--- src/rtl/bcd_to_bin_seq.sv ---
// Sequential BCD-to-binary converter, one digit per clock, MSD first.
// Flags invalid nibbles and results that do not fit in N bits.
module bcd_to_bin_seq #(
  parameter int DIGITS = 4,
  parameter int N      = 14
) (
  input  logic                  clk,
  input  logic                  rst,
  input  logic                  start,
  input  logic [4*DIGITS-1:0]   bcd_in,
  output logic [N-1:0]          bin_out,
  output logic                  busy,
  output logic                  done,
  output logic                  err_digit,
  output logic                  err_ovf
);

  localparam int W  = 4 * DIGITS;
  localparam int CW = $clog2(DIGITS + 1);
  localparam logic [N+3:0] MAXV = {4'b0000, {N{1'b1}}};

  typedef enum logic [1:0] {
    IDLE,
    CONV,
    FIN
  } state_t;

  state_t          r_state;
  state_t          w_next;
  logic [W-1:0]    r_shreg;
  logic [N+3:0]    r_acc;
  logic [CW-1:0]   r_cnt;
  logic            r_edig;
  logic            r_ovf;

  logic [3:0]      w_digit;
  logic [N+3:0]    w_x10;
  logic [N+3:0]    w_sum;
  logic            w_big;
  logic            w_last;

  // acc stays <= 2^N-1, so acc*10+15 always fits in N+4 bits
  assign w_digit = r_shreg[W-1 -: 4];
  assign w_x10   = (r_acc << 3) + (r_acc << 1);
  assign w_sum   = w_x10 + {{N{1'b0}}, w_digit};
  assign w_big   = (w_sum > MAXV);
  assign w_last  = (r_cnt == CW'(1));

  // state register
  always_ff @(posedge clk or negedge rst) begin
    if (!rst) r_state <= IDLE;
    else      r_state <= w_next;
  end

  // next-state and busy decode
  always_comb begin
    w_next = r_state;
    busy   = 1'b0;
    unique case (r_state)
      IDLE: begin
        if (start) w_next = CONV;
      end
      CONV: begin
        busy = 1'b1;
        if (w_last) w_next = FIN;
      end
      FIN: begin
        busy   = 1'b1;
        w_next = IDLE;
      end
      default: w_next = IDLE;
    endcase
  end

  // datapath: capture, accumulate, publish results
  always_ff @(posedge clk or negedge rst) begin
    if (!rst) begin
      r_shreg   <= '0;
      r_acc     <= '0;
      r_cnt     <= '0;
      r_edig    <= 1'b0;
      r_ovf     <= 1'b0;
      bin_out   <= '0;
      done      <= 1'b0;
      err_digit <= 1'b0;
      err_ovf   <= 1'b0;
    end else begin
      done <= 1'b0;
      unique case (r_state)
        IDLE: begin
          if (start) begin
            r_shreg <= bcd_in;
            r_acc   <= '0;
            r_cnt   <= CW'(DIGITS);
            r_edig  <= 1'b0;
            r_ovf   <= 1'b0;
          end
        end
        CONV: begin
          r_shreg <= r_shreg << 4;
          r_cnt   <= r_cnt - CW'(1);
          r_acc   <= (r_ovf || w_big) ? MAXV : w_sum;
          if (w_digit > 4'd9) r_edig <= 1'b1;
          if (w_big)          r_ovf  <= 1'b1;
        end
        FIN: begin
          done      <= 1'b1;
          err_digit <= r_edig;
          err_ovf   <= r_ovf;
          if (r_edig)     bin_out <= '0;
          else if (r_ovf) bin_out <= '1;
          else            bin_out <= r_acc[N-1:0];
        end
        default: ;
      endcase
    end
  end

endmodule

--- config.mk ---
export PLATFORM = sky130hd
export DESIGN_NAME = bcd_to_bin_seq
export DESIGN_NICKNAME = d
export VERILOG_FILES = /design/src/rtl/bcd_to_bin_seq.sv
export SDC_FILE = /design/constraint.sdc
export NUM_CORES = 1
export LEC_CHECK = 0
export CAP_MARGIN = 0
export CORE_ASPECT_RATIO = 0.6
export CORE_MARGIN = 10
export CORE_UTILIZATION = 40
export CTS_CLUSTER_SIZE = 14
export DETAILED_ROUTE_END_ITERATION = 8
export PLACE_DENSITY = 0.69
export SYNTH_ARGS = -nofsm -noshare
export SYNTH_HDL_FRONTEND = slang
export SYNTH_SLANG_ARGS = --single-unit
--- constraint.sdc ---
create_clock -name clk -period 7.3 [get_ports clk]
set_input_delay 1.46 -clock clk [delete_from_list [all_inputs] [get_ports clk]]
set_output_delay 1.46 -clock clk [all_outputs]
set_load 0.03 [all_outputs]
==> metrics.txt <==
dpl hpwl=6860 µm; clock latency on the worst-skew pair=0.32 ns; Setup CP Type=reg2reg; largest net degree at the start of global routing=58; fmax=270 MHz; Avg Cell Area, Syn=9.98 µm²; CTS tree=done; crit path max fanout=15; Routed Wire Length=9330 µm; area growth from synthesis to layout=19.2%; Final Wtd Congestion=0.856; register area share after synthesis=37.8%; synth warn=0; post-cts sizing count=0; r2r worst-path depth=10; Tmin final=3.70 ns; ys async rst share=100%; Max Slew Vio Count=0; end of the worst register-to-register path=r_acc[12]; vias per cell=5.58; relative slew slack=27.3%; via count=3015; CP endpoint kind=flop; #FFs+latches synth=57; DRC=0; vias in the first global route=2950; RSZ-0062 raised after global routing=no; setup_tns=0 ns; post-route ant nets=0; layout cells sized above 1=14.1%; Die H=95.2 µm; Hold Slack=0.478 ns; root buffer cell=clkbuf_16; CTS sink cnt=57; clk buf depth=2; max_cap viols=0; Synth Flop Type=dfrtp_1; Final Cycle Share=50.7%; DRT iter0 DRCs=235; starting density of the core=41.1%; Hold Path End=r_shreg[9]; Critical Path Start Type=flop; IO Pins=37; first-pass iteration count of the detailed router=4; hold path cells=2; R2R Path Start=r_acc[0]; syn nets=435; H-tree depth=3; CTS Buf Count=9; CP required=7.42 ns; grt ovf=0; Final Core Density=48.9%; die area=13800 µm²; Core ar.=9190 µm²; final hold vios=0; ANT cells=0; worst slew pin tran=1.09 ns; Non-Filler Instances=540; Worst-path clk slew=0.05 ns; HP Class=reg2reg; WP data arrival=3.82 ns; total setup buffers inserted after CTS=0; row count=27; Hold Crit Start=r_shreg[9]; clock skew=0.00667 ns; status=finished, final reports clean; Synth Cell Area=3770 µm²; # port buffers=36; Routed wire per std cell=17.3 µm; Cells after DPL=524; GRT Util Overall=13.7%; Final setup viols=0; EDFF count, synth=0; worst reg-to-reg setup slack=3.60 ns; Distinct cells, synth=49; Mapped Cells=378; hold_buf cts=0; final net count=462; first-pass GRT wire length=15400 µm; Die W=145 µm; antenna violations before repair=0
==> synthesized netlist by cell type (all sizes together) (2+ instances only) <==
master	count	area share [%]
a211oi	2	0.66
a21boi	3	0.60
a21o	5	1.0
a21oi	53	7.5
a31oi	6	1.0
a41oi	15	5.5
and2	5	0.83
buf	11	2.1
clkbuf	9	0.90
dfrtp	57	38
dlygate4sd1	3	0.70
fa	2	1.1
ha	36	12
inv	11	1.1
mux2	16	4.8
mux2i	12	3.2
nand2	27	2.7
nand2b	2	0.33
nand3	6	0.80
nor2	31	3.2
nor2b	5	0.83
nor3	3	0.40
o211ai	5	1.3
o21a	2	0.40
o21ai	30	4.1
xnor2	9	2.1
xor2	4	1.1
==> area by class of cell <==
cell class	instances	area, µm²
Clock inverter	2	35.0
Multi-Input combinational cell	287	2180
Timing Repair Buffer	39	378
Tap cell	130	163
Inverter	11	41.3
Clock buffer	14	274
Fill cell	861	4690
Sequential cell	57	1430
==> critical path, cell delays in order (launching register included) <==
cell	delay, ns
dfrtp_1	0.39
inv_1	0.10
fa_1	0.52
inv_1	0.08
fa_1	0.49
a211oi_2	0.30
o211ai_1	0.14
a31o_1	0.25
a21oi_2	0.19
xor2_2	0.80
a41oi_1	0.24
==> per-stage QoR <==
stage / instance area [µm²] / setup slack [ns]
after floorplan: 3770 / 4.31
after global placement: 4190 / 3.81
after detailed placement: 4190 / 3.64
after CTS: 4500 / 3.62
after global routing: 4500 / 3.37
final: 4500 / 3.60
==> kinds of logic (layout without fill, tap and decap cells) <==
logic type / after synthesis / after routing / share of synthesized area [%]
DFF: 57 / 57 / 37.8
AOI/OAI and AO/OA: 125 / 125 / 22.9
muxes: 28 / 28 / 7.96
adders and majority gates: 38 / 38 / 13.0
xor gates and xnor gates: 13 / 13 / 3.22
buffers and inverters: 34 / 66 / 4.74
and+or+nand+nor: 83 / 83 / 10.3
==> how the worst max path moves through the flow <==
stage	start	end	slack, ns
after floorplan	r_acc[0]	r_acc[10]	4.31
after global placement	r_acc[0]	r_acc[12]	3.81
after detailed placement	r_acc[0]	r_acc[12]	3.64
after CTS	r_acc[0]	r_acc[12]	3.62
after global routing	r_acc[0]	r_acc[12]	3.37
final	r_acc[0]	r_acc[12]	3.60
==> layout by cell type, fill, tap and decap left out, types with 9 or more instances in the layout <==
cell type,instances
o21ai_0,27
a41oi_2,10
a21oi_1,50
ha_1,36
clkdlybuf4s50_1,35
nand2_1,27
nor2_1,30
inv_1,11
xnor2_1,9
mux2_2,16
clkbuf_16,9
dfrtp_1,57
mux2i_1,12
==> state kept, by name, indices dropped and copies added, names as in the netlist <==
name	flops
r_cnt	3
r_acc	17
err_digit	1
r_shreg	16
done	1
err_ovf	1
r_state	2
bin_out	14
r_ovf	1
r_edig	1
==> metal layers <==
layer,vias up,global-route usage [%],routed length (µm)
met4,0,3.18,56
met5,-,0,0
met2,98,18.7,3930
met1,1494,19.8,4630
met3,9,4.87,717
li1,1414,-,-
Power is not shown: default switching activity piles up to over one toggle a cycle in this logic, so the estimate is an artifact.
